### src/rtl/mips_mc_controller_if.sv
// -----------------------------------------------------------------------------
// mips_mc_controller_if
//   Control bundle between the multi-cycle MIPS controller and its datapath.
//   master : the controller (takes IR fields, ALU flag and memory ready;
//            drives every datapath select, enable and the ALU operation)
//   slave  : the datapath side of the same bundle
//
//   opcode[5:0]     instruction[31:26] from IR
//   func[5:0]       instruction[5:0] from IR
//   zero            ALU zero flag
//   mem_ready       shared memory access completes this cycle
//   reg_dst[1:0]    0=rt, 1=rd, 2=r31
//   pc_src[1:0]     0=pc+4, 1=rs, 2=jump target, 3=branch target
//   mem_to_reg[1:0] 0=alu, 1=mem, 2=pc+4
//   alu_op[2:0]     000 add, 001 sub, 010 and, 011 or, 100 slt
//   alu_src         0=rt, 1=sign-extended immediate
//   i_or_d          memory address: 0=PC, 1=ALU result
//   mem_read, mem_write, ir_write, pc_write, reg_write  enables
// -----------------------------------------------------------------------------
interface mips_mc_controller_if;
  logic [5:0] opcode;
  logic [5:0] func;
  logic       zero;
  logic       mem_ready;
  logic [1:0] reg_dst;
  logic [1:0] pc_src;
  logic [1:0] mem_to_reg;
  logic [2:0] alu_op;
  logic       alu_src;
  logic       i_or_d;
  logic       mem_read;
  logic       mem_write;
  logic       ir_write;
  logic       pc_write;
  logic       reg_write;

  modport master (
    input  opcode, func, zero, mem_ready,
    output reg_dst, pc_src, mem_to_reg, alu_op, alu_src, i_or_d,
           mem_read, mem_write, ir_write, pc_write, reg_write
  );

  modport slave (
    output opcode, func, zero, mem_ready,
    input  reg_dst, pc_src, mem_to_reg, alu_op, alu_src, i_or_d,
           mem_read, mem_write, ir_write, pc_write, reg_write
  );
endinterface

### src/rtl/mips_mc_controller.sv
// -----------------------------------------------------------------------------
// mips_mc_controller
//   Multi-cycle control FSM for a MIPS datapath sharing one instruction/data
//   memory behind a ready handshake. Decodes opcode/func from IR and drives
//   the datapath one state at a time; counts retired instructions.
//
//   Ports:
//     clk          rising-edge clock
//     rst          asynchronous active-low reset
//     bus          mips_mc_controller_if.master (IR fields, flags, controls)
//     busy_state   current state encoding (debug)
//     instr_count  retired instructions, wraps modulo 2^CNT_W
//     illegal      (MC_ILLEGAL_TRAP_EN only) controller is in TRAP
//
//   Parameters:
//     CNT_W        width of instr_count
//
//   Build option MC_ILLEGAL_TRAP_EN:
//     defined   - unknown opcode parks the FSM in TRAP until reset
//     undefined - unknown opcode retires as a 3-cycle NOP
// -----------------------------------------------------------------------------
module mips_mc_controller #(
  parameter int CNT_W = 32
) (
  input  logic                 clk,
  input  logic                 rst,
  mips_mc_controller_if.master bus,
  output logic [2:0]           busy_state,
  output logic [CNT_W-1:0]     instr_count
`ifdef MC_ILLEGAL_TRAP_EN
  ,
  output logic                 illegal
`endif
);

  localparam logic [5:0] OP_RTYPE = 6'b000000;
  localparam logic [5:0] OP_LW    = 6'b100011;
  localparam logic [5:0] OP_SW    = 6'b101011;
  localparam logic [5:0] OP_ADDI  = 6'b001000;
  localparam logic [5:0] OP_SLTI  = 6'b001010;
  localparam logic [5:0] OP_BEQ   = 6'b000100;
  localparam logic [5:0] OP_BNE   = 6'b000101;
  localparam logic [5:0] OP_J     = 6'b000010;
  localparam logic [5:0] OP_JAL   = 6'b000011;

  localparam logic [5:0] FN_JR  = 6'b001000;
  localparam logic [5:0] FN_ADD = 6'b100000;
  localparam logic [5:0] FN_SUB = 6'b100010;
  localparam logic [5:0] FN_AND = 6'b100100;
  localparam logic [5:0] FN_OR  = 6'b100101;
  localparam logic [5:0] FN_SLT = 6'b101010;

  localparam logic [2:0] ALU_ADD = 3'b000;
  localparam logic [2:0] ALU_SUB = 3'b001;
  localparam logic [2:0] ALU_AND = 3'b010;
  localparam logic [2:0] ALU_OR  = 3'b011;
  localparam logic [2:0] ALU_SLT = 3'b100;

  // TRAP needs a distinct internal code, but reports 7 on busy_state.
`ifdef MC_ILLEGAL_TRAP_EN
  localparam int STATE_W = 4;
`else
  localparam int STATE_W = 3;
`endif

  typedef enum logic [STATE_W-1:0] {
    FETCH  = STATE_W'(0),
    DECODE = STATE_W'(1),
    EXEC   = STATE_W'(2),
    MEM_RD = STATE_W'(3),
    MEM_WR = STATE_W'(4),
    WB     = STATE_W'(5),
    BRANCH = STATE_W'(6),
    JUMP   = STATE_W'(7)
`ifdef MC_ILLEGAL_TRAP_EN
    ,
    TRAP   = STATE_W'(15)
`endif
  } state_t;

  typedef enum logic [3:0] {
    I_RTYPE, I_JR, I_LW, I_SW, I_ADDI, I_SLTI,
    I_BEQ, I_BNE, I_J, I_JAL, I_ILL
  } iclass_t;

  typedef struct packed {
    logic [1:0] reg_dst;
    logic [1:0] pc_src;
    logic [1:0] mem_to_reg;
    logic [2:0] alu_op;
    logic       alu_src;
    logic       i_or_d;
    logic       mem_read;
    logic       mem_write;
    logic       ir_write;
    logic       pc_write;
    logic       reg_write;
  } ctrl_t;

  state_t     state, state_next;
  iclass_t    iclass;
  logic [2:0] r_alu_op;
  logic [2:0] ex_alu_op;
  logic       ex_alu_src;
  ctrl_t      ctrl, ctrl_out;

  // Instruction class from the IR fields.
  always_comb begin
    iclass = I_ILL;
    case (bus.opcode)
      OP_RTYPE: iclass = (bus.func == FN_JR) ? I_JR : I_RTYPE;
      OP_LW:    iclass = I_LW;
      OP_SW:    iclass = I_SW;
      OP_ADDI:  iclass = I_ADDI;
      OP_SLTI:  iclass = I_SLTI;
      OP_BEQ:   iclass = I_BEQ;
      OP_BNE:   iclass = I_BNE;
      OP_J:     iclass = I_J;
      OP_JAL:   iclass = I_JAL;
      default:  iclass = I_ILL;
    endcase
  end

  // R-type ALU operation; an unrecognised func falls back to add.
  always_comb begin
    r_alu_op = ALU_ADD;
    case (bus.func)
      FN_SUB:  r_alu_op = ALU_SUB;
      FN_AND:  r_alu_op = ALU_AND;
      FN_OR:   r_alu_op = ALU_OR;
      FN_SLT:  r_alu_op = ALU_SLT;
      FN_ADD:  r_alu_op = ALU_ADD;
      default: r_alu_op = ALU_ADD;
    endcase
  end

  // ALU setup used in EXEC and held through WB so the result stays stable.
  always_comb begin
    ex_alu_src = 1'b0;
    ex_alu_op  = ALU_ADD;
    case (iclass)
      I_RTYPE:          ex_alu_op  = r_alu_op;
      I_LW, I_SW,
      I_ADDI:           ex_alu_src = 1'b1;
      I_SLTI: begin
        ex_alu_src = 1'b1;
        ex_alu_op  = ALU_SLT;
      end
      default: ;
    endcase
  end

  // NOTE: every signal of a combinational block gets a default before the
  // case, so a path that forgets to assign it cannot infer a latch.
  always_comb begin
    ctrl       = '0;
    state_next = state;
    case (state)
      FETCH: begin
        ctrl.mem_read = 1'b1;
        ctrl.ir_write = bus.mem_ready;
        if (bus.mem_ready) state_next = DECODE;
      end

      DECODE: begin
        case (iclass)
          I_RTYPE, I_LW, I_SW, I_ADDI, I_SLTI: state_next = EXEC;
          I_BEQ, I_BNE:                        state_next = BRANCH;
          I_J, I_JAL, I_JR:                    state_next = JUMP;
`ifdef MC_ILLEGAL_TRAP_EN
          default:                             state_next = TRAP;
`else
          default:                             state_next = WB;
`endif
        endcase
      end

      EXEC: begin
        ctrl.alu_src = ex_alu_src;
        ctrl.alu_op  = ex_alu_op;
        case (iclass)
          I_LW:    state_next = MEM_RD;
          I_SW:    state_next = MEM_WR;
          default: state_next = WB;
        endcase
      end

      MEM_RD: begin
        ctrl.i_or_d   = 1'b1;
        ctrl.mem_read = 1'b1;
        ctrl.alu_src  = 1'b1;
        ctrl.alu_op   = ALU_ADD;
        if (bus.mem_ready) state_next = WB;
      end

      MEM_WR: begin
        ctrl.i_or_d    = 1'b1;
        ctrl.mem_write = 1'b1;
        ctrl.alu_src   = 1'b1;
        ctrl.alu_op    = ALU_ADD;
        if (bus.mem_ready) begin
          ctrl.pc_write = 1'b1;
          state_next    = FETCH;
        end
      end

      WB: begin
        ctrl.pc_write = 1'b1;
        ctrl.alu_src  = ex_alu_src;
        ctrl.alu_op   = ex_alu_op;
        case (iclass)
          I_RTYPE: begin
            ctrl.reg_write = 1'b1;
            ctrl.reg_dst   = 2'd1;
          end
          I_ADDI, I_SLTI: ctrl.reg_write = 1'b1;
          I_LW: begin
            ctrl.reg_write  = 1'b1;
            ctrl.mem_to_reg = 2'd1;
          end
          default: ;  // unknown opcode: NOP that only advances the PC
        endcase
        state_next = FETCH;
      end

      BRANCH: begin
        ctrl.alu_src  = 1'b0;
        ctrl.alu_op   = ALU_SUB;
        ctrl.pc_write = 1'b1;
        if ((iclass == I_BEQ && bus.zero) || (iclass == I_BNE && !bus.zero))
          ctrl.pc_src = 2'd3;
        state_next = FETCH;
      end

      JUMP: begin
        ctrl.pc_write = 1'b1;
        ctrl.pc_src   = (iclass == I_JR) ? 2'd1 : 2'd2;
        if (iclass == I_JAL) begin
          ctrl.reg_write  = 1'b1;
          ctrl.reg_dst    = 2'd2;
          ctrl.mem_to_reg = 2'd2;
        end
        state_next = FETCH;
      end

`ifdef MC_ILLEGAL_TRAP_EN
      TRAP: state_next = TRAP;  // parked with all enables low until reset
`endif

      default: state_next = FETCH;
    endcase
  end

  // NOTE: reset is asynchronous, so the state register alone would still let
  // FETCH drive mem_read while rst is low; gating here forces every control
  // to 0 the instant reset asserts, aborting any write in progress.
  assign ctrl_out = rst ? ctrl : '0;

  // NOTE: sequential state uses non-blocking assignments so every register
  // samples pre-edge values regardless of statement order.
  always_ff @(posedge clk or negedge rst) begin
    if (!rst) begin
      state       <= FETCH;
      instr_count <= '0;
    end else begin
      state <= state_next;
      if (ctrl_out.pc_write) instr_count <= instr_count + CNT_W'(1);
    end
  end

  assign busy_state     = state[2:0];
`ifdef MC_ILLEGAL_TRAP_EN
  assign illegal        = (state == TRAP);
`endif

  assign bus.reg_dst    = ctrl_out.reg_dst;
  assign bus.pc_src     = ctrl_out.pc_src;
  assign bus.mem_to_reg = ctrl_out.mem_to_reg;
  assign bus.alu_op     = ctrl_out.alu_op;
  assign bus.alu_src    = ctrl_out.alu_src;
  assign bus.i_or_d     = ctrl_out.i_or_d;
  assign bus.mem_read   = ctrl_out.mem_read;
  assign bus.mem_write  = ctrl_out.mem_write;
  assign bus.ir_write   = ctrl_out.ir_write;
  assign bus.pc_write   = ctrl_out.pc_write;
  assign bus.reg_write  = ctrl_out.reg_write;

endmodule

### src/flat_wrapper.sv
// flat-port wrapper written by rule: the top's interface ports become plain ports
module mips_mc_controller_flat 
#(
  parameter int CNT_W = 32
)
  (clk, rst, busy_state, instr_count, bus_opcode, bus_func, bus_zero, bus_mem_ready, bus_reg_dst, bus_pc_src, bus_mem_to_reg, bus_alu_op, bus_alu_src, bus_i_or_d, bus_mem_read, bus_mem_write, bus_ir_write, bus_pc_write, bus_reg_write);
  mips_mc_controller_if bus_i ();
  input  logic clk;
  input  logic rst;
  output logic [2:0] busy_state;
  output logic [CNT_W-1:0] instr_count;
  input wire logic [$bits(bus_i.opcode)-1:0] bus_opcode;
  input wire logic [$bits(bus_i.func)-1:0] bus_func;
  input wire logic [$bits(bus_i.zero)-1:0] bus_zero;
  input wire logic [$bits(bus_i.mem_ready)-1:0] bus_mem_ready;
  output wire logic [$bits(bus_i.reg_dst)-1:0] bus_reg_dst;
  output wire logic [$bits(bus_i.pc_src)-1:0] bus_pc_src;
  output wire logic [$bits(bus_i.mem_to_reg)-1:0] bus_mem_to_reg;
  output wire logic [$bits(bus_i.alu_op)-1:0] bus_alu_op;
  output wire logic [$bits(bus_i.alu_src)-1:0] bus_alu_src;
  output wire logic [$bits(bus_i.i_or_d)-1:0] bus_i_or_d;
  output wire logic [$bits(bus_i.mem_read)-1:0] bus_mem_read;
  output wire logic [$bits(bus_i.mem_write)-1:0] bus_mem_write;
  output wire logic [$bits(bus_i.ir_write)-1:0] bus_ir_write;
  output wire logic [$bits(bus_i.pc_write)-1:0] bus_pc_write;
  output wire logic [$bits(bus_i.reg_write)-1:0] bus_reg_write;
  assign bus_i.opcode = bus_opcode;
  assign bus_i.func = bus_func;
  assign bus_i.zero = bus_zero;
  assign bus_i.mem_ready = bus_mem_ready;
  assign bus_reg_dst = bus_i.reg_dst;
  assign bus_pc_src = bus_i.pc_src;
  assign bus_mem_to_reg = bus_i.mem_to_reg;
  assign bus_alu_op = bus_i.alu_op;
  assign bus_alu_src = bus_i.alu_src;
  assign bus_i_or_d = bus_i.i_or_d;
  assign bus_mem_read = bus_i.mem_read;
  assign bus_mem_write = bus_i.mem_write;
  assign bus_ir_write = bus_i.ir_write;
  assign bus_pc_write = bus_i.pc_write;
  assign bus_reg_write = bus_i.reg_write;
  mips_mc_controller #(.CNT_W(CNT_W)) u_core (.clk(clk), .rst(rst), .bus(bus_i), .busy_state(busy_state), .instr_count(instr_count));
endmodule
### config.mk
export PLATFORM = sky130hd
export DESIGN_NAME = mips_mc_controller_flat
export DESIGN_NICKNAME = d
export VERILOG_FILES = /design/src/rtl/mips_mc_controller_if.sv /design/src/rtl/mips_mc_controller.sv /design/src/flat_wrapper.sv
export SDC_FILE = /design/constraint.sdc
export NUM_CORES = 1
export LEC_CHECK = 0
export ABC_AREA = 1
export BUFFER_PORTS_ARGS = -buffer_cell sky130_fd_sc_hd__buf_2
export CAP_MARGIN = 25
export CORE_MARGIN = 1
export CORE_UTILIZATION = 53
export CTS_CLUSTER_DIAMETER = 80
export DETAILED_ROUTE_END_ITERATION = 8
export PLACE_DENSITY = 0.76
export REMOVE_ABC_BUFFERS = 1
export SYNTH_ARGS = -nofsm -noshare
export SYNTH_HDL_FRONTEND = slang
export SYNTH_SLANG_ARGS = --single-unit
### constraint.sdc
create_clock -name clk -period 2.3 [get_ports clk]
set_input_delay 0.46 -clock clk [delete_from_list [all_inputs] [get_ports clk]]
set_output_delay 0.46 -clock clk [all_outputs]
set_load 0.02 [all_outputs]
==> results.md, run 1 <==
Status:
- The run finished with clean final reports.

Hold path:
- The class of the worst hold path is in -> async.

CTS:
- CTS saw 35 sinks.
- The TritonCTS buffer count is 5.
- The longest clock path from root to sink contains 2 buffers.
- The H-tree generated during clock tree synthesis spans 2 levels.
- Clock-pin slew was measured on the worst setup and hold paths at 70 ps.
- The clock tree from TritonCTS is built.
- The clock root buffer master is clkbuf_8.
- The later pin in the worst-skew pair is clocked with a latency of 290 ps.

Final layout:
- The post-route netlist has about a quarter of its cells at a drive strength greater than 1.
- The footprint of the flip-flops and latches is 878 µm².
- The post-layout net count is between 400 and 500.
- The area of the multi-input gates is between 1500 and 2000 µm².
- The filler cells instantiated in the layout total between 400 and 500.
- The synthesis-to-layout area growth is 24.1%.
- 0 antenna diodes ended up in the layout.

Worst setup path:
- Together, buffers and inverters on the worst path number 4.
- The largest single stage delay on the critical path is 160 ps.
- Broken down by cell family, the worst path's largest delay share belongs to simple AND/OR/NAND/NOR gates.
- The critical path's most frequent cell is nand2_1.
- The critical path class is in -> out.
- The cell type of the slowest stage on the worst timing path is buf_2.
- The critical path capture point type is a primary output.
- The worst reg-to-reg setup slack is about 360 ps.
- The critical path goes through buf_2, nor2_4, buf_4, nand3_1, inv_2, nor2_1, nand2_1, nand2_1, nand3_1, nand2_1, nand2_1, o21ai_0, buf_2.
- The signal arrival time at the worst endpoint is 1750 ps.
- Along the worst path, the maximum fanout reaches 5.
- The category of the worst setup path launch point is an input pin.
- The required time at the worst-slack endpoint is between 1500 and 2000 ps.

Timing:
- The worst pin sits at a relative slew slack of approximately two thirds.
- The post-route clock skew is about 6.2 ps.
- The final-report hold violation count is 0.
- The max-slew violation total from the final report came to 0.
- The worst path uses around 96% of the clock period.
- The final worst slack is 93.4 ps.
- Derived from the worst setup path, the maximum achievable clock frequency is ~450 MHz.
- After routing, the total negative slack on setup checks comes to 0 ps.
- Hold is met by roughly 170 ps.
- For the pin with the worst max-slew slack, the measured transition is 475 ps.
- The setup violation total in the final timing report is 0.
- Setup repair after global routing could not meet its margin everywhere.
- The clock period could shrink to roughly 2200 ps.

GRT:
- The first global-routing pass estimated around 11000 µm of wire.
- The remaining global-route overflow is 0.
- The global-route usage over all layers is 28.6%.
- The number of antenna violations at the first check in global routing is 0.
- The via count of the first global-routing pass was ~2600.
- The pin count of the biggest net entering global routing is 22.

Synth:
- The mapped netlist covers ~2600 µm².
- The proportion of synthesized chip area in sequential cells is around 34%.
- The post-synthesis async set-or-reset flop share is 100%.
- The cell type contributing the most total cell area after synthesis is dfrtp_1.
- The total of warnings raised by yosys is 0.
- In this run, synthesis produced a sequential element count of 35.
- For this run, the leading register cell type out of synthesis is dfrtp_1.
- The synthesized instance count is 395.
- In the synthesized netlist, the cells that appear most often are nand2_1 (122), nor2_1 (62), inv_1 (55).
- After synthesis, the mean cell area works out to 6.56 µm².
- The count of flip-flops with a built-in enable after synthesis is 0.
- Ranked by total cell area, the synthesized netlist is headed by dfrtp_1 (34%), nand2_1 (18%), nor2_1 (9.0%), inv_1 (8.0%), xor2_1 (6.1%).
- The count of different cell masters after synthesis is 31.
- The top cell type by area accounts for roughly 34% of the synthesized area.
- The most used standard cell by instance count after synthesis is nand2_1.

Power and ir drop:
- The worst ir drop on vdd is 0.579 mV.
- Dividing total power by cell area gives a power density of a little over 600 nW/µm².
- For this design the static power due to leakage is approximately 1.8 nW.
- Power comes to 2.00 mW.

Detailed routing:
- The count of antenna-violating nets left after detailed routing is 0.
- Summed over all layers, the routed wires come to approximately 7000 µm.
- The count of TritonRoute iterations in the first routing pass is 5.
- The routed length per instance is ~13 µm.
- The remaining routing DRC violations is 0.
- The via-per-instance ratio is 5.23.
- The number of DRC markers after the initial detailed-route iteration is ~170.
- Across all layers, the routed design uses ~2900 vias.

Place:
- The number of input and output port buffers inserted is 66.
- Detailed placement finished with a half-perimeter wire length of between 5000 and 6000 µm.
- At the end of routability-driven placement, the weighted congestion stood at a little under 1.
- Prior to clock tree synthesis, the placed netlist has a worst setup slack of -12.0 ps.

Floorplan:
- The top-level port count is 67.
- The site row count is 25.
- The die extent in x is a little over 70 µm.
- The area inside the core boundary is between 4000 and 5000 µm².
- The area enclosed by the die boundary is just over 5000 µm².
- Once the floorplan was initialized, standard cells occupied 54.8% of the core.
- The die is between 70 and 80 µm tall.

Flow run:
- Max-cap violations in this run came to 0.
## worst register-to-register path: stages (launching register included)
cell	delay, ps
dfrtp_2	460
nand2_2	100
clkinv_1	80
nand2_2	170
clkinvlp_4	230
nand4_4	140
inv_1	80
nand3_1	130
nor2_1	220
nand2_1	80
nand2_1	70
nand2_1	60
## area by class of cell
class / instances / share of cell area, %
Timing Repair Buffer: 79 / 13.4
Multi-Input combinational cell: 300 / 47.2
Tap cell: 67 / 2.61
Clock inverter: 2 / 0.389
Clock buffer: 6 / 2.26
Sequential cell: 35 / 27.3
Inverter: 57 / 6.78
## cell usage in the layout, fill, tap and decap left out, drive strengths merged
master,instances
a211oi,1
a21oi,7
and3,2
buf,79
clkbuf,6
clkinv,2
clkinvlp,2
dfrtp,35
ha,1
inv,55
nand2,127
nand3,24
nand3b,3
nand4,8
nor2,66
nor3,20
nor4,1
o211a,1
o211ai,1
o21ai,10
o21bai,1
o221ai,1
xnor2,8
xor2,18
## power by group
group          internal [mW]  total, mW  switching, mW
Clock                  0.212      0.439          0.227
Combinational          0.251      0.752          0.501
Sequential             0.698      0.811          0.113
## path summary, 6_finish.rpt
check,endpoint,cells past startpoint,start
worst max-delay path,bus_pc_src[1],13,bus_opcode[5]
worst min-delay path,u_core.instr_count[30],2,rst
worst max register to register,u_core.instr_count[21],11,u_core.busy_state[2]
worst min register to register,u_core.instr_count[7],1,u_core.instr_count[7]
max in group asynchronous,u_core.instr_count[8],2,rst
min in group clk,u_core.busy_state[1],2,bus_mem_ready
## sequential cells by signal, indices dropped and copies added, names as in the netlist
register	count
u_core.busy_state	3
u_core.instr_count	32
## per-stage QoR
| stage | cells | utilization [%] | area, µm² |
|---|---|---|---|
| after CTS | 544 | 66.9 | 3160 |
| final | 546 | 68.0 | 3210 |
| after floorplan | 392 | - | 2570 |
| after detailed placement | 536 | 64.9 | 3060 |
| after global routing | 546 | 68.0 | 3210 |
| after global placement | 536 | 64.9 | 3060 |
## cell families after synthesis
family	share of synthesized area, %
buffers and inverters	9.13
and+or+nand+nor	42.8
adders and majority gates	0.483
AOI/OAI and AO/OA	5.02
xor gates and xnor gates	8.79
DFF	33.8
## routing by layer
layer	global-route usage, %	routed length, µm
met1	37.1	3100
met2	47.7	3380
met3	5.42	393
met4	11.1	155
met5	0	0
## timing repair
action,4_1_cts,5_1_grt
setup endpoints to repair,6,8
hold buffers,0,0
gates resized for setup,3,17
setup buffers,0,2
pin swaps,0,2
Power figures use the tool's default switching activity.
==> inputs of run 2 (changes only) <==
--- a/config.mk
+++ b/config.mk
@@ -13,7 +13,6 @@
 export CTS_CLUSTER_DIAMETER = 80
 export DETAILED_ROUTE_END_ITERATION = 8
 export PLACE_DENSITY = 0.76
-export REMOVE_ABC_BUFFERS = 1
 export SYNTH_ARGS = -nofsm -noshare
 export SYNTH_HDL_FRONTEND = slang
 export SYNTH_SLANG_ARGS = --single-unit
==> run 2 against run 1 <==
  * The run now ends with DRC left
  * Highest routed layer unchanged
  * Sequential share of layout area decreased by 0.085 points
  * Maximum frequency increased by 0.77%
  * Die area unchanged
  * Hold slack improved by 19 ps
  * First-iteration DRC count increased by 28%
  * Final cell count decreased by 0.92%
  * Worst setup slack improved by 17 ps
  * Sequential power decreased by 1%
  * Count of clock-buffer cells in the layout unchanged
==> results.md, run 2 (synthesis results as in run 1) <==
Status:
- The run finished, with violations left.
- The checks that failed: DRC.

Timing:
- The slew at the pin closest to its max-slew limit is 486 ps (+10.7 ps).
- The sum of negative setup slack is 0 ps (unchanged).
- The post-route clock skew is 3.42 ps (-2.78 ps).
- The part of the cycle the worst path needs is 95.2% (-0.73 points).
- The final-report hold violation count came to 0 (unchanged).
- The minimum clock period after layout was 2190 ps (-16.8 ps).
- The max-slew violation total from the final report was 0 (unchanged).
- The setup violation total in the final timing report came to 0 (unchanged).
- The maximum clock frequency was 457 MHz (+0.77%).
- The relative max-transition margin came to 67.3% (-0.72 points).
- Setup repair after global routing left no endpoint under its margin.

GRT:
- The via count of the first global-routing pass is 2413 (-5.9%).
- The pin count of the biggest net entering global routing is 21 (-4.5%).
- The routing usage on met3 is 4.03% (-1.4 points).
- The global-route wire length before repair is 10800 µm (-5.3%).
- The remaining global-route overflow is 0 (unchanged).
- The number of antenna violations at the first check in global routing is 0 (unchanged).
- The routing usage on met1 came to 39.9% (+2.8 points).
- After global routing, the most crowded layer is met2.
- The met2 usage in global routing is 39.9% (-7.8 points).
- The global-route usage over all layers is 26.7% (-1.9 points).

Floorplan:
- The area inside the core boundary is 4720 µm² (unchanged).
- The area enclosed by the die boundary is 5170 µm² (unchanged).
- The starting utilization of the core area is 54.8% (unchanged).
- The top-level port count was 67 (unchanged).
- The site row count is 25 (unchanged).
- The die span in y is 71.9 µm (unchanged).
- The die extent in x is 71.9 µm (unchanged).

Detailed routing:
- The aggregate routed wire length came to 6620 µm (-5.8%).
- The routed length per instance is 12.2 µm (-4.9%).
- The number of DRC markers after the initial detailed-route iteration was 213 (+28%).
- The count of antenna-violating nets left after detailed routing was 0 (unchanged).
- The via-per-instance ratio came to 5.12 (-2.2%).
- The remaining routing DRC violations is 2 (+2).
- The count of TritonRoute iterations in the first routing pass is 6 (+1).
- The number of vias in the routed layout is 2769 (-3.0%).

Final layout:
- The library cell used most frequently in the layout, excluding fill and tap cells, is nand2_1.
- The synthesis-to-layout area growth is 24.4%.
- The post-layout net count is 491 (-0.81%).
- The final non-filler cell area is 3220 µm² (+0.31%).
- In the layout the commonest cells are nand2_1 (119), buf_2 (63), nor2_1 (55).
- The share of layout cells above drive strength 1 was 24.1% (+0.46 points).
- The flip-flop count of the largest register after layout came to 32 (unchanged).
- The antenna diode instance count came to 0 (unchanged).
- Counting flops per register, the top entry is u_core.instr_count.

Worst setup path:
- The delay contributed by the slowest stage of the critical path is 170 ps (about the same).
- The worst-path maximum fanout came to 8 (+3).
- The worst reg-to-reg setup slack is 450 ps (+90 ps).
- The cell type of the slowest stage on the worst timing path is nor2_4.
- The critical path goes through buf_2, nor2_2, buf_4, nand3_2, nand2_2, nor2_4, inv_1, nor2_2, nand3_1, a21oi_2, buf_4.
- The required time at the worst-slack endpoint was 1840 ps (about the same).
- The signal arrival time at the worst endpoint was 1730 ps (-20 ps).
- The critical path capture point type is a primary output.
- The cell family with the largest share of critical-path delay is simple AND/OR/NAND/NOR gates.
- The number of buffers and inverters on the critical path was 4 (unchanged).
- The critical path is of the in -> out type.
- The category of the worst setup path launch point is an input pin.

Flow run:
- The number of violations of the max-capacitance limit is 0 (unchanged).

Power and ir drop:
- The power density over cell area is 617 nW/µm² (-0.95%).
- The static leakage is 1.77 nW (-0.73%).
- The worst ir drop on vdd was 0.692 mV (+19%).

Place:
- The final estimated routing congestion in global placement is 0.906 (-5.8%).
- The number of input and output port buffers inserted is 66 (unchanged).
- The cell area after placement is 3050 µm² (-0.53%).
- The HPWL reported at the end of detailed placement is 5340 µm (-5.7%).

CTS:
- The clock tree from TritonCTS is built.
- The TritonCTS buffer count is 5 (unchanged).
- The H-tree level count is 2 (unchanged).
- The maximum buffer depth of the clock tree is 2 (unchanged).
- Clock tree synthesis selected as its root buffer the cell clkbuf_8.
- The post-cts hold buffer count is 0 (unchanged).
- The clock slew at the register clock pins of the worst setup and hold paths was 70 ps (about the same).
- The clock latency of the later-clocked register in the worst-skew pair is 290 ps (about the same).
- The total clock sinks came to 35 (unchanged).

Synth:
- Counting every net in the synthesized netlist gives 412.

Hold path:
- The class of the worst hold path is in -> async.
[run 2: layer usage]
layer | routed length, µm | part of all wire [%]
met5 | 0 | 0
met4 | 85 | 1.3
met3 | 368 | 5.6
met2 | 2900 | 44
met1 | 3270 | 49
[run 2: power breakdown]
| group | switching (mW) | leakage (nW) | internal, mW |
|---|---|---|---|
| logic | 0.498 | 1.27 | 0.240 |
| clock network | 0.215 | 0.0470 | 0.235 |
| registers | 0.103 | 0.458 | 0.699 |
[run 2: cell type report]
class                           count  area, µm²
Clock buffer                        6       82.6
Clock inverter                      1       5.00
Fill cell                         433       1500
Inverter                           57        214
Multi-Input combinational cell    300       1550
Sequential cell                    35        878
Tap cell                           67       83.8
Timing Repair Buffer               75        405
[run 2: per-stage QoR]
step / hold WS (ps) / util, % / power [mW] / std cells / worst slack (ps)
5_1_grt: 174 / 68.2 / 2.10 / 541 / 0.168
4_1_cts: 173 / 66.4 / 1.96 / 540 / 14.7
6_report: 185 / 68.2 / 1.99 / 541 / 110
2_1_floorplan: 164 / - / 1.27 / 395 / 14.8
3_5_place_dp: 484 / 64.5 / 1.51 / 533 / 17.2
3_3_place_gp: 475 / 64.5 / 1.49 / 533 / 68.9
[run 2: repair_timing]
item                                    4_1_cts  5_1_grt
endpoints found under the setup margin        0        8
gates resized for setup                       0       25
buffers inserted                              0        1
[run 2: final timing paths]
kind,startpoint,end,depth (start not counted)
hold reg to reg,u_core.instr_count[4],u_core.instr_count[4],1
setup reg to reg,u_core.busy_state[0],u_core.instr_count[17],9
setup / recovery,bus_opcode[5],bus_alu_op[0],11
hold / removal,rst,u_core.instr_count[5],2
max in group asynchronous,rst,u_core.instr_count[23],2
min in group clk,bus_mem_ready,u_core.busy_state[2],4
==> inputs of run 3 (changes only) <==
--- a/config.mk
+++ b/config.mk
@@ -8,11 +8,12 @@
 export ABC_AREA = 1
 export BUFFER_PORTS_ARGS = -buffer_cell sky130_fd_sc_hd__buf_2
 export CAP_MARGIN = 25
-export CORE_MARGIN = 1
+export CORE_MARGIN = 10
 export CORE_UTILIZATION = 53
 export CTS_CLUSTER_DIAMETER = 80
 export DETAILED_ROUTE_END_ITERATION = 8
 export PLACE_DENSITY = 0.76
+export SETUP_SLACK_MARGIN = 0.15
 export SYNTH_ARGS = -nofsm -noshare
 export SYNTH_HDL_FRONTEND = slang
 export SYNTH_SLANG_ARGS = --single-unit
==> run 3 against run 2 <==
  * The flow now finishes without violations
  * Sequential power decreased by 1%
  * Maximum frequency increased by 0.35%
  * Register-to-register slack lost 220 ps
  * Final cell count is 3.0% higher
  * Sequential cell count stayed put
  * Hold slack worse by 56 ps
  * First-iteration DRC count decreased by 18%
  * Critical endpoint is now bus_alu_op[2]
==> results.md, run 3 (synthesis results as in run 1) <==
Detailed routing:
- The count of antenna-violating nets left after detailed routing is 0 (unchanged).
- The number of DRC markers after the initial detailed-route iteration is 174 (-18%).
- The remaining routing DRC violations is 0 (-2).
- The number of vias in the routed layout is 2883 (+4.1%).
- The via-per-instance ratio came to 5.18 (+1.1%).
- The aggregate routed wire length was 7770 µm (+17%).
- The routed length per instance was 14.0 µm (+14%).
- The count of TritonRoute iterations in the first routing pass was 6 (unchanged).

Place:
- The number of input and output port buffers inserted is 66 (unchanged).
- The HPWL reported at the end of detailed placement is 5920 µm (+11%).
- The total instance count after detailed placement is 531 (-0.38%).
- The final estimated routing congestion in global placement came to 0.919 (+1.4%).

Final layout:
- The final cell count without fillers is 557 (+3.0%).
- The library cell used most frequently in the layout, excluding fill and tap cells, is nand2_1.
- The antenna diode instance count is 0 (unchanged).
- The synthesis-to-layout area growth is 31.3%.
- The top cell types in the final layout, fill and taps aside, are nand2_1 (121), buf_2 (60), inv_1 (53).
- The post-layout net count was 506 (+3.1%).
- The flip-flop count of the largest register after layout is 32 (unchanged).
- The share of layout cells above drive strength 1 came to 27.3% (+3.3 points).
- More flip-flops sit in one register than any other, and that register is u_core.instr_count.

Timing:
- The hold slack came to 129 ps (-56.2 ps).
- The part of the cycle the worst path needs is 94.9% (-0.33 points).
- The setup violation total in the final timing report is 0 (unchanged).
- The relative max-transition margin is 70.4% (+3.1 points).
- The slew at the pin closest to its max-slew limit is 441 ps (-45.5 ps).
- Setup repair after global routing could not meet its margin everywhere.
- The maximum clock frequency is 458 MHz (+0.35%).
- The final-report hold violation count came to 0 (unchanged).
- The minimum clock period after layout came to 2180 ps (-7.58 ps).
- The sum of negative setup slack is 0 ps (unchanged).
- The post-route clock skew is 3.17 ps (-0.248 ps).
- The max-slew violation total from the final report is 0 (unchanged).

Worst setup path:
- The required time at the worst-slack endpoint is 1840 ps (about the same).
- The worst-path maximum fanout is 7 (-1).
- For this design, the slowest cell found on the critical path is a21oi_4.
- The category of the worst setup path launch point is an input pin.
- The critical path goes through buf_2, nor2_1, buf_4, nand3_2, nand2_2, nor2_4, a21oi_4, nand3_1, a21oi_2, buf_4.
- The critical path's most frequent cell is buf_4.
- The worst setup path is captured at a primary output.
- The delay contributed by the slowest stage of the critical path is 190 ps (+20 ps).
- The critical path class is in -> out.
- The signal arrival time at the worst endpoint is 1720 ps (about the same).

Floorplan:
- The die span in y is 89.9 µm (+25%).
- The area enclosed by the die boundary is 8080 µm² (+56%).
- The die extent in x is 89.9 µm (+25%).
- The starting utilization of the core area is 54.8% (unchanged).
- The top-level port count was 67 (unchanged).
- The site row count came to 25 (unchanged).
- The area inside the core boundary is 4720 µm² (unchanged).

Power and ir drop:
- The total power consumption of the routed design is 2.07 mW (+4.1%).
- The worst ir drop on vdd is 0.469 mV (-32%).
- The power density over cell area came to 609 nW/µm² (-1.3%).
- The static leakage came to 1.84 nW (+3.8%).

CTS:
- The clock root buffer master is clkbuf_8.
- The H-tree level count was 2 (unchanged).
- TritonCTS built the clock tree.
- The post-cts hold buffer count is 0 (unchanged).
- The total clock sinks is 35 (unchanged).
- The clock latency of the later-clocked register in the worst-skew pair was 300 ps (about the same).
- The TritonCTS buffer count is 5 (unchanged).
- The maximum buffer depth of the clock tree came to 2 (unchanged).
- The clock slew at the register clock pins of the worst setup and hold paths is 70 ps (about the same).

GRT:
- The global-route wire length before repair was 12600 µm (+17%).
- The pin count of the biggest net entering global routing is 31 (+48%).
- The global-route usage over all layers is 18.2% (-8.5 points).
- The via count of the first global-routing pass is 2742 (+14%).
- The number of antenna violations at the first check in global routing is 0 (unchanged).
- The remaining global-route overflow is 0 (unchanged).

Hold path:
- The tightest min-delay check is of the in -> async type.

Flow run:
- The number of violations of the max-capacitance limit is 0 (unchanged).

Status:
- The flow ran to the end, and the final reports show no timing, DRC or antenna violations.

Synth:
- The total nets after synthesis came to 412 (unchanged).
==> run 3: cell types whose count changed in the layout (fill, tap and decap cells not counted), sizes merged <==
cell      delta
buf         +15
clkinv       -1
clkinvlp     +2
==> run 3: report_power, final <==
part | switching (mW) | leakage (nW) | internal (mW)
clock | 0.237 | 0.0412 | 0.212
sequential | 0.0950 | 0.458 | 0.698
combinational | 0.539 | 1.34 | 0.291
==> run 3: worst max-delay path, delay by kind of cell <==
kind | cells | cell delay, ps
AOI/OAI and AO/OA | 2 | 350
buffers and inverters | 3 | 430
and+or+nand+nor | 5 | 480
==> run 3: routing by layer <==
metal / global-route usage (%) / share of wire [%] / vias up
met5: 0 / 0 / -
met4: 6.90 / 2.2 / 0
met3: 5.07 / 7.8 / 20
met2: 31.8 / 49 / 119
met1: 20.5 / 41 / 1321
li1: - / - / 1423
==> run 3: timing repair <==
action,4_1_cts,5_1_grt
resized for setup,28,13
buffers inserted,16,2
pin swaps,13,5
endpoints found under the setup margin,8,11
==> run 3: final timing paths <==
kind	from	end	slack (ps)	cells past startpoint
max	bus_opcode[4]	bus_alu_op[2]	120	10
min in group clk	bus_mem_ready	u_core.busy_state[2]	450	4
max in group asynchronous	rst	u_core.instr_count[23]	1760	2
max reg2reg	u_core.busy_state[0]	u_core.busy_state[0]	230	12
min reg2reg	u_core.instr_count[10]	u_core.instr_count[10]	510	1
min	rst	u_core.instr_count[25]	130	2
==> run 3: through the flow <==
stage / setup slack [ps] / util [%] / instance area, µm²
after CTS: 131 / 70.7 / 3340
after global placement: 79.0 / 64.5 / 3050
after global routing: 31.4 / 72.0 / 3400
after detailed placement: 4.05 / 64.5 / 3050
after floorplan: 101 / - / 2610
final: 118 / 72.0 / 3400
==> run 3: cell type report <==
| class | instances | area (µm²) |
|---|---|---|
| Fill cell | 393 | 1320 |
| Inverter | 57 | 218 |
| Sequential cell | 35 | 878 |
| Multi-Input combinational cell | 300 | 1600 |
| Clock inverter | 2 | 12.5 |
| Clock buffer | 6 | 72.6 |
| Tap cell | 67 | 83.8 |
| Timing Repair Buffer | 90 | 533 |
